<file path="src/rtl/loader_pkg.sv">
// State encoding for the RAM loader FSM.
package loader_pkg;

    typedef enum logic [2:0] {
        IDLE   = 3'd0,
        LOAD   = 3'd1,
        WRITE  = 3'd2,
        VERIFY = 3'd3,
        DONE   = 3'd4
    } state_t;

endpackage

</file>
<file path="src/rtl/ram_loader.sv">
// Streams a byte block into a single-port RAM at a start address, then reads
// it back and compares the read sum against the write checksum.
module ram_loader
    import loader_pkg::*;
#(
    parameter int unsigned AddressSize = 16,
    parameter int unsigned WordSize    = 8
) (
    input  logic                   clk,
    input  logic                   reset,
    input  logic                   start,
    input  logic [AddressSize-1:0] start_addr,
    input  logic [AddressSize-1:0] length,
    input  logic                   verify_en,
    input  logic                   in_valid,
    input  logic [WordSize-1:0]    in_data,
    output logic                   in_ready,
    output logic [AddressSize-1:0] RamAddress,
    output logic [WordSize-1:0]    RamInData,
    input  logic [WordSize-1:0]    RamOutData,
    output logic                   RamCS,
    output logic                   RamWE,
    output logic                   RamOE,
    output logic                   busy,
    output logic                   done,
    output logic                   error,
    output logic [WordSize-1:0]    checksum
);

    state_t                 r_state, w_state_nxt;
    logic [AddressSize-1:0] r_addr, w_addr_nxt;
    logic [AddressSize-1:0] r_start_addr, w_start_addr_nxt;
    logic [AddressSize-1:0] r_len, w_len_nxt;
    logic [AddressSize-1:0] r_count, w_count_nxt;
    logic [AddressSize-1:0] w_count_dec;
    logic                   r_verify, w_verify_nxt;
    logic [WordSize-1:0]    r_wdata, w_wdata_nxt;
    logic [WordSize-1:0]    r_checksum, w_checksum_nxt;
    logic [WordSize-1:0]    r_rsum, w_rsum_nxt;
    logic [WordSize-1:0]    w_rsum_sum;
    logic                   r_error, w_error_nxt;
    logic                   r_cs, w_cs_nxt;
    logic                   r_we, w_we_nxt;
    logic                   r_oe, w_oe_nxt;
    logic                   r_in_ready, w_in_ready_nxt;
    logic                   r_busy, w_busy_nxt;
    logic                   r_done, w_done_nxt;

    assign w_count_dec = r_count - AddressSize'(1);
    assign w_rsum_sum  = r_rsum + RamOutData;

    // Next-state and datapath; output strobes are derived from the next state
    // so the registered controls line up with the state they belong to.
    always_comb begin
        w_state_nxt      = r_state;
        w_addr_nxt       = r_addr;
        w_start_addr_nxt = r_start_addr;
        w_len_nxt        = r_len;
        w_count_nxt      = r_count;
        w_verify_nxt     = r_verify;
        w_wdata_nxt      = r_wdata;
        w_checksum_nxt   = r_checksum;
        w_rsum_nxt       = r_rsum;
        w_error_nxt      = r_error;

        case (r_state)
            IDLE: begin
                if (start) begin
                    w_start_addr_nxt = start_addr;
                    w_addr_nxt       = start_addr;
                    w_len_nxt        = length;
                    w_count_nxt      = length;
                    w_verify_nxt     = verify_en;
                    w_checksum_nxt   = '0;
                    w_error_nxt      = 1'b0;
                    w_state_nxt      = (length == '0) ? DONE : LOAD;
                end
            end
            LOAD: begin
                if (in_valid && r_in_ready) begin
                    w_wdata_nxt    = in_data;
                    w_checksum_nxt = r_checksum + in_data;
                    w_state_nxt    = WRITE;
                end
            end
            WRITE: begin
                w_addr_nxt  = r_addr + AddressSize'(1);
                w_count_nxt = w_count_dec;
                if (w_count_dec != '0) begin
                    w_state_nxt = LOAD;
                end else if (r_verify) begin
                    w_addr_nxt  = r_start_addr;
                    w_count_nxt = r_len;
                    w_rsum_nxt  = '0;
                    w_state_nxt = VERIFY;
                end else begin
                    w_state_nxt = DONE;
                end
            end
            VERIFY: begin
                w_rsum_nxt  = w_rsum_sum;
                w_addr_nxt  = r_addr + AddressSize'(1);
                w_count_nxt = w_count_dec;
                if (w_count_dec == '0) begin
                    w_error_nxt = (w_rsum_sum != r_checksum);
                    w_state_nxt = DONE;
                end
            end
            DONE: begin
                w_state_nxt = IDLE;
            end
            default: begin
                w_state_nxt = IDLE;
            end
        endcase

        w_cs_nxt       = !((w_state_nxt == WRITE) || (w_state_nxt == VERIFY));
        w_we_nxt       = (w_state_nxt != WRITE);
        w_oe_nxt       = (w_state_nxt != VERIFY);
        w_in_ready_nxt = (w_state_nxt == LOAD);
        w_busy_nxt     = (w_state_nxt != IDLE);
        w_done_nxt     = (w_state_nxt == DONE);
    end

    always_ff @(posedge clk or posedge reset) begin
        if (reset) begin
            r_state      <= IDLE;
            r_addr       <= '0;
            r_start_addr <= '0;
            r_len        <= '0;
            r_count      <= '0;
            r_verify     <= 1'b0;
            r_wdata      <= '0;
            r_checksum   <= '0;
            r_rsum       <= '0;
            r_error      <= 1'b0;
            r_cs         <= 1'b1;
            r_we         <= 1'b1;
            r_oe         <= 1'b1;
            r_in_ready   <= 1'b0;
            r_busy       <= 1'b0;
            r_done       <= 1'b0;
        end else begin
            r_state      <= w_state_nxt;
            r_addr       <= w_addr_nxt;
            r_start_addr <= w_start_addr_nxt;
            r_len        <= w_len_nxt;
            r_count      <= w_count_nxt;
            r_verify     <= w_verify_nxt;
            r_wdata      <= w_wdata_nxt;
            r_checksum   <= w_checksum_nxt;
            r_rsum       <= w_rsum_nxt;
            r_error      <= w_error_nxt;
            r_cs         <= w_cs_nxt;
            r_we         <= w_we_nxt;
            r_oe         <= w_oe_nxt;
            r_in_ready   <= w_in_ready_nxt;
            r_busy       <= w_busy_nxt;
            r_done       <= w_done_nxt;
        end
    end

    assign in_ready   = r_in_ready;
    assign RamAddress = r_addr;
    assign RamInData  = r_wdata;
    assign RamCS      = r_cs;
    assign RamWE      = r_we;
    assign RamOE      = r_oe;
    assign busy       = r_busy;
    assign done       = r_done;
    assign error      = r_error;
    assign checksum   = r_checksum;

endmodule
</file>
<file path="config.mk">
export PLATFORM = sky130hd
export DESIGN_NAME = ram_loader
export DESIGN_NICKNAME = d
export VERILOG_FILES = /design/src/rtl/loader_pkg.sv /design/src/rtl/ram_loader.sv
export SDC_FILE = /design/constraint.sdc
export NUM_CORES = 1
export LEC_CHECK = 0
export CAP_MARGIN = 20
export CORE_MARGIN = 10
export CORE_UTILIZATION = 45
export DETAILED_ROUTE_END_ITERATION = 8
export PLACE_DENSITY = 0.67
export SYNTH_ARGS = -nofsm -noshare
export SYNTH_HDL_FRONTEND = slang
export SYNTH_SLANG_ARGS = --single-unit
</file>
<file path="constraint.sdc">
create_clock -name clk -period 5.41 [get_ports clk]
set_input_delay 0.541 -clock clk [delete_from_list [all_inputs] [get_ports clk]]
set_output_delay 0.541 -clock clk [all_outputs]
set_load 0.01 [all_outputs]
</file>
==> flow_metrics.tcl, run 1 <==
set metrics [dict create \
    antenna_cells 0 \
    worstReg2RegStart "r_count[0]" \
    routed-via-count 5254 \
    yosys_register_bits 99 \
    area_share_of_the_largest_cell_type_after_synthesis_pct 41.7 \
    post_synth.cell_area_avg_um2 8.61 \
    synth_top_cells_by_area "dfrtp_1, nand2_1, nor2_1, ha_1, nand3_1" \
    finalNetCount 812 \
    area_delta_synth_final_pct 23.5 \
    clk-insertion-delay-late_ns 0.36 \
    max_cap_viol_count 0 \
    ff2ff_setup_slack_ns 1.78 \
    cts_htree_levels 3 \
    power.sequential.fraction_pct 35.4 \
    synth_cell_type_count 65 \
    period_needed_ns 3.63 \
    fraction_of_power_spent_switching_nets_pct 41.5 \
    nFillCells 1159 \
    clkPwrFrac_pct 16.9 \
    fmax_ghz 0.275 \
    antenna_violations_before_repair 0 \
    drc 0 \
    yosys_most_used_dff "dfrtp_1" \
    synth_area_leader_cell "dfrtp_1" \
    buffer_ports.inserted 91 \
    endpoint "RamAddress[7]" \
    dp_hpwl_mm 11.6 \
    drt_first_iter_violations 359 \
    cts_made_buffers 9 \
    layout_worst_path_cycle_share_pct 67.1 \
    cp-end-kind "flip-flop" \
    grt_pass1_vias 5295 \
    routedWlPerCell_um 18.1 \
    number_of_enable_type_register_cells_in_the_synthesized_netlist 0 \
    place_worst_setup_slack_ns 1.89 \
    grt_pass1_wl_mm 27.5 \
    synth.yosys.warnings 0 \
    clockRootBuffer "clkbuf_16" \
    timing.clock.skew_ns 0.00781 \
    area.sequential_um2 2480 \
    status "complete, no violations" \
    synthMuxAreaShare_pct 2.09 \
    initial_core_util_pct 45.8 \
    cellPowerDensity_nw_per_um2 580 \
    startpoint "r_count[0]" \
    clkTransAtPathRegs_ns 0.07 \
    pwr-share-comb_pct 47.7 \
    synth_sequential_area_ratio_pct 43.1 \
    worst_pin_slew_ns 0.957 \
    slew_violations 0 \
    synth_cells 669 \
    cts-resized-gates 0 \
    design.core.area_um2 12600 \
    viasPerCell 5.73 \
    timing.reg2reg.worst_path_depth 9 \
    simple_gate_share_of_the_synthesized_area_pct 25.3 \
    cts_post_setup_buffers_inserted 0 \
    synth-compound-area-share_pct 16.9 \
    yosys.area_share.xor_xnor_pct 4.41 \
    crit_path_start_kind "flip-flop" \
    gp_congestion 0.889 \
    layout_setup_ws_ns 1.78 \
    worst_hold_path_type "reg2reg" \
    cell_leakage_power_uw 0.00301 \
    rsz0062_at_grt "false" \
    die_area_um2 17700 \
    rows 41 \
    arrival_time_at_the_worst_endpoint_ns 3.90 \
    power.net_switching_uw 1710 \
    yosys-top-cells-count "nand2_1, dfrtp_1, nor2_1" \
    holdBufCountCts 0 \
    worst-path-max-fanout 24 \
    regToRegEndpoint "RamAddress[7]" \
    grt_max_degree 68 \
    mappedNetlistNets 741 \
    floorplan.die.width_um 133 \
    ys_async_sr_fraction_pct 100 \
    vdd_ir_drop_max_v 0.000332 \
    final_antenna_net_count 0 \
    grt_overflow_total 0 \
    die-height_um 133 \
    cts_buffer_depth 2 \
    post_route_cells_drive_above_1_share_pct 6.04 \
    clock_sink_count 99 \
    synth_most_common_cell "nand2_1" \
    synth_top_family_by_area "simple AND/OR/NAND/NOR gates" \
    final_hold_viol_count 0 \
    global_route.usage.total_pct 18.9 \
    tritoncts_clock_tree "built" \
    drt_wl_total_mm 16.6 \
    maxSlewHeadroom_pct 36.2 \
    final.setup.tns_ns 0 \
    cp.required_ns 5.68 \
    area_occupied_by_multi_input_gates_um2 3070 \
    timing.final.setup_violations 0 \
    drt_first_pass_iters 5 \
    critical_path_class "reg2reg" \
    mappedNetlistArea_um2 5760 \
    synthAdderAreaFrac_pct 4.39 \
    io_pins 92 \
    cell_internal_pwr_uw 2410 \
]
## metal layers
metal / up-vias / track usage (%) / part of all wire, %
li1: 2519 / - / -
met2: 176 / 31.0 / 48
met4: 0 / 5.68 / 1.4
met1: 2538 / 23.5 / 43
met3: 21 / 5.56 / 7.0
met5: - / 0 / 0
## critical path, cell delays in order, from the launching register on
cell	delay (ns)
dfrtp_1	0.49
inv_1	0.10
ha_1	0.39
nor4b_1	0.37
a22oi_1	0.15
o21ai_1	0.18
and4_1	0.48
and3_1	0.88
a2111oi_0	0.28
nor3_1	0.21
## worst min-delay path by stage
| stage | startpoint | endpoint | slack (ns) | cells past startpoint |
|---|---|---|---|---|
| final | r_start_addr[3] | r_start_addr[3] | 0.48 | 2 |
| after detailed placement | r_len[11] | r_len[11] | 0.47 | 2 |
| after global placement | r_start_addr[0] | r_start_addr[0] | 0.46 | 2 |
| after CTS | r_start_addr[0] | r_start_addr[0] | 0.48 | 2 |
| after global routing | r_start_addr[0] | r_start_addr[0] | 0.50 | 2 |
| after floorplan | r_start_addr[15] | r_start_addr[15] | 0.44 | 2 |
## power groups by stage
stage	registers (µW)	clock network, µW	logic [µW]
6_report	1460	699	1970
3_5_place_dp	1460	0	1960
2_1_floorplan	1410	0	1310
5_1_grt	1510	746	2210
3_3_place_gp	1450	0	1900
4_1_cts	1460	717	1980
## sequential cells by signal (all words and copies together) (netlist names), 3 cells and up
| name | cells |
|---|---|
| r_state | 3 |
| r_rsum | 8 |
| RamAddress | 16 |
| r_start_addr | 16 |
| r_len | 16 |
| r_count | 16 |
| RamInData | 8 |
| checksum | 8 |
## cells by family after synthesis
kind of cell    after synthesis
xor+xnor                     29
mux                          11
compound gates              141
buf+inv                      53
flops                        99
fa+ha+maj                    19
simple gates                317
## layout make-up
cell class              instances  share of cell area (%)
clock buffers                  10                    3.22
inverters                      15                   0.827
well taps                     172                    3.02
clock inverters                 6                    1.27
repair buffers                 98                    13.6
multi-input cells             517                    43.1
flip-flops and latches         99                    34.9
## placed cells by master (no fill, tap or decap), drive strengths merged, types with 4 or more instances in the layout
cell type / Yosys / final
a2111oi: 8 / 8
a211oi: 8 / 8
a21o: 5 / 5
a21oi: 28 / 28
a221oi: 10 / 10
a2bb2oi: 4 / 4
a31oi: 9 / 9
a41oi: 5 / 5
and2: 6 / 6
and4: 4 / 4
buf: 12 / 7
clkbuf: 26 / 10
clkdlybuf4s50: 0 / 91
clkinvlp: 0 / 4
dfrtp: 96 / 96
ha: 17 / 17
inv: 15 / 15
mux2: 8 / 8
nand2: 136 / 136
nand2b: 5 / 5
nand3: 33 / 33
nand4: 12 / 12
nor2: 77 / 77
nor3: 15 / 15
nor4: 9 / 9
o211ai: 5 / 5
o21ai: 33 / 33
xnor2: 12 / 12
xor2: 17 / 17
## per-stage QoR
step           area, µm²  utilization [%]  hold slack (ns)  cells  total power [µW]
3_3_place_gp        6780             53.9            0.456    900              3350
6_report            7110             56.6            0.480    917              4120
3_5_place_dp        6800             54.1            0.466    901              3420
5_1_grt             7110             56.6            0.504    917              4470
4_1_cts             7110             56.6            0.484    917              4150
2_1_floorplan       5760                -            0.439    669              2720
Power figures use the tool's default switching activity.
==> run 2: changes to the inputs <==
--- a/config.mk
+++ b/config.mk
@@ -9,7 +9,7 @@
 export CORE_MARGIN = 10
 export CORE_UTILIZATION = 45
 export DETAILED_ROUTE_END_ITERATION = 8
-export PLACE_DENSITY = 0.67
+export PLACE_DENSITY = 0.7
 export SYNTH_ARGS = -nofsm -noshare
 export SYNTH_HDL_FRONTEND = slang
 export SYNTH_SLANG_ARGS = --single-unit
==> constraint.sdc (replaced) <==
create_clock -name clk -period 2.94 [get_ports clk]
set_input_delay 0.294 -clock clk [delete_from_list [all_inputs] [get_ports clk]]
set_output_delay 0.294 -clock clk [all_outputs]
set_load 0.01 [all_outputs]
==> flow_metrics.tcl, run 2 (synthesis results as in run 1) <==
set metrics [dict create \
    die_area_um2 17700 \
    drt_wl_total_mm 16.7 \
    worstPathBufferInverterCount 3 \
    antenna_violations_before_repair 0 \
    status "complete, no violations" \
    timing.critical_path.max_delay_family "simple AND/OR/NAND/NOR gates" \
    arrival_time_at_the_worst_endpoint_ns 3.00 \
    final_hold_viol_count 0 \
    vdd_ir_drop_max_v 0.000481 \
    grt_max_degree 59 \
    period_needed_ns 2.78 \
    die-height_um 133 \
    timing.reg2reg.worst_path_depth 10 \
    slew_violations 0 \
    cts_made_buffers 9 \
    initial_core_util_pct 45.8 \
    utilization_pct 58.2 \
    maxSlewHeadroom_pct 61.4 \
    regToRegEndpoint "r_count[5]" \
    timing.clock.skew_ns 0.00858 \
    grt_pass1_wl_mm 27.2 \
    cp-end-kind "flip-flop" \
    rows 41 \
    clock_sink_count 99 \
    io_pins 92 \
    dpl_cell_area_um2 6990 \
    worst-path-max-fanout 11 \
    layout_setup_ws_ns 0.161 \
    mostFrequentLayoutCell "nand2_1" \
    cell_leakage_power_uw 0.00313 \
    rsz0062_at_grt "false" \
    clk-insertion-delay-late_ns 0.35 \
    fmax_ghz 0.360 \
    max_cap_viol_count 0 \
    grt_overflow_total 0 \
    routedWlPerCell_um 17.7 \
    critical_path_most_common_cell "buf_4" \
    area_delta_synth_final_pct 27.0 \
    critical_path_class "reg2reg" \
    chain_of_cells_forming_the_critical_path "buf_4 > or4_1 > mux2i_1 > a211oi_2 > nor3b_1 > buf_4 > a41oi_4 > buf_4 > a221oi_1 > nor3_1" \
    clockRootBuffer "clkbuf_16" \
    critPathSlowestCell "or4_1" \
    drc 0 \
    tritoncts_clock_tree "built" \
    ff2ff_setup_slack_ns 0.16 \
    finalNetCount 837 \
    place_worst_setup_slack_ns -0.104 \
    worstReg2RegStart "r_count[0]" \
    crit_path_start_kind "flip-flop" \
    routed-via-count 5401 \
    cellPowerDensity_nw_per_um2 1050 \
    drt_first_iter_violations 437 \
    cts_htree_levels 3 \
    antenna_cells 0 \
    grt_pass1_vias 5276 \
    post_route_cells_drive_above_1_share_pct 9.87 \
    most_frequent_cells_in_the_layout "nand2_1, dfrtp_1, clkdlybuf4s50_1" \
    floorplan.die.width_um 133 \
    gp_congestion 0.899 \
    cp.required_ns 3.16 \
    layout.cell_area.non_filler_um2 7310 \
    worst_hold_path_type "in2async" \
    nFillCells 1122 \
    cp_slowest_stage_delay_ns 0.56 \
    design.core.area_um2 12600 \
    buffer_ports.inserted 91 \
    layout_worst_path_cycle_share_pct 94.5 \
    global_route.usage.total_pct 18.6 \
    viasPerCell 5.73 \
    timing.final.setup_violations 0 \
    drt_first_pass_iters 5 \
    clkTransAtPathRegs_ns 0.07 \
    final.setup.tns_ns 0 \
    worst_pin_slew_ns 0.574 \
    cts_buffer_depth 2 \
    dp_hpwl_mm 12.1 \
    final_antenna_net_count 0 \
]
-- run 2: report_power, final --
group | switching, µW | internal, µW
Clock | 543 | 661
Sequential | 659 | 2010
Combinational | 1980 | 1820
Total | 3190 | 4490
-- run 2: how the worst max path moves through the flow --
stage,end,startpoint,cells past startpoint
finish,r_count[5],r_count[0],10
global route,RamAddress[11],r_count[0],10
global placement,error,RamOutData[0],9
CTS,RamAddress[7],r_count[1],9
floorplan,RamAddress[0],reset,1
detailed placement,error,RamOutData[0],9
-- run 2: layout make-up --
type,count,area (µm²),share of cell area [%]
multi-input combinational,517,3090,42.2
sequential,99,2480,33.9
inverter,15,58.8,0.804
timing repair buffer,123,1180,16.1
clock inverter,6,66.3,0.907
clock buffer,10,229,3.13
tap,172,215,2.94
-- run 2: per-layer routing --
metal / global-route usage, % / routed length [µm] / vias to the layer above
met5: 0 / 0 / -
met4: 5.44 / 279 / 0
met3: 6.13 / 1220 / 22
met2: 30.3 / 7970 / 195
met1: 23.1 / 7180 / 2610
li1: - / - / 2574
-- run 2: per-stage QoR --
stage / hold WS (ns) / total power [µW] / instances
6_report: 0.337 / 7680 / 942
5_1_grt: 0.382 / 8290 / 942
4_1_cts: 0.363 / 7680 / 941
3_5_place_dp: 0.459 / 6450 / 925
3_3_place_gp: 0.454 / 6290 / 925
2_1_floorplan: 0.399 / 5000 / 669
-- run 2: what timing repair did --
action	CTS	global route
endpoints found under the hold margin	0	0
setup endpoints to repair	0	26
hold buffers	0	0
gates resized for setup	0	7
setup buffers	0	1
==> run 3: changes to the inputs <==
--- a/config.mk
+++ b/config.mk
@@ -9,6 +9,7 @@
 export CORE_MARGIN = 10
 export CORE_UTILIZATION = 45
 export DETAILED_ROUTE_END_ITERATION = 8
+export HOLD_SLACK_MARGIN = 0.12
 export PLACE_DENSITY = 0.7
 export SYNTH_ARGS = -nofsm -noshare
 export SYNTH_HDL_FRONTEND = slang
==> results of run 3 <==
The final DEF is identical to that of run 2; final timing and power are the same.
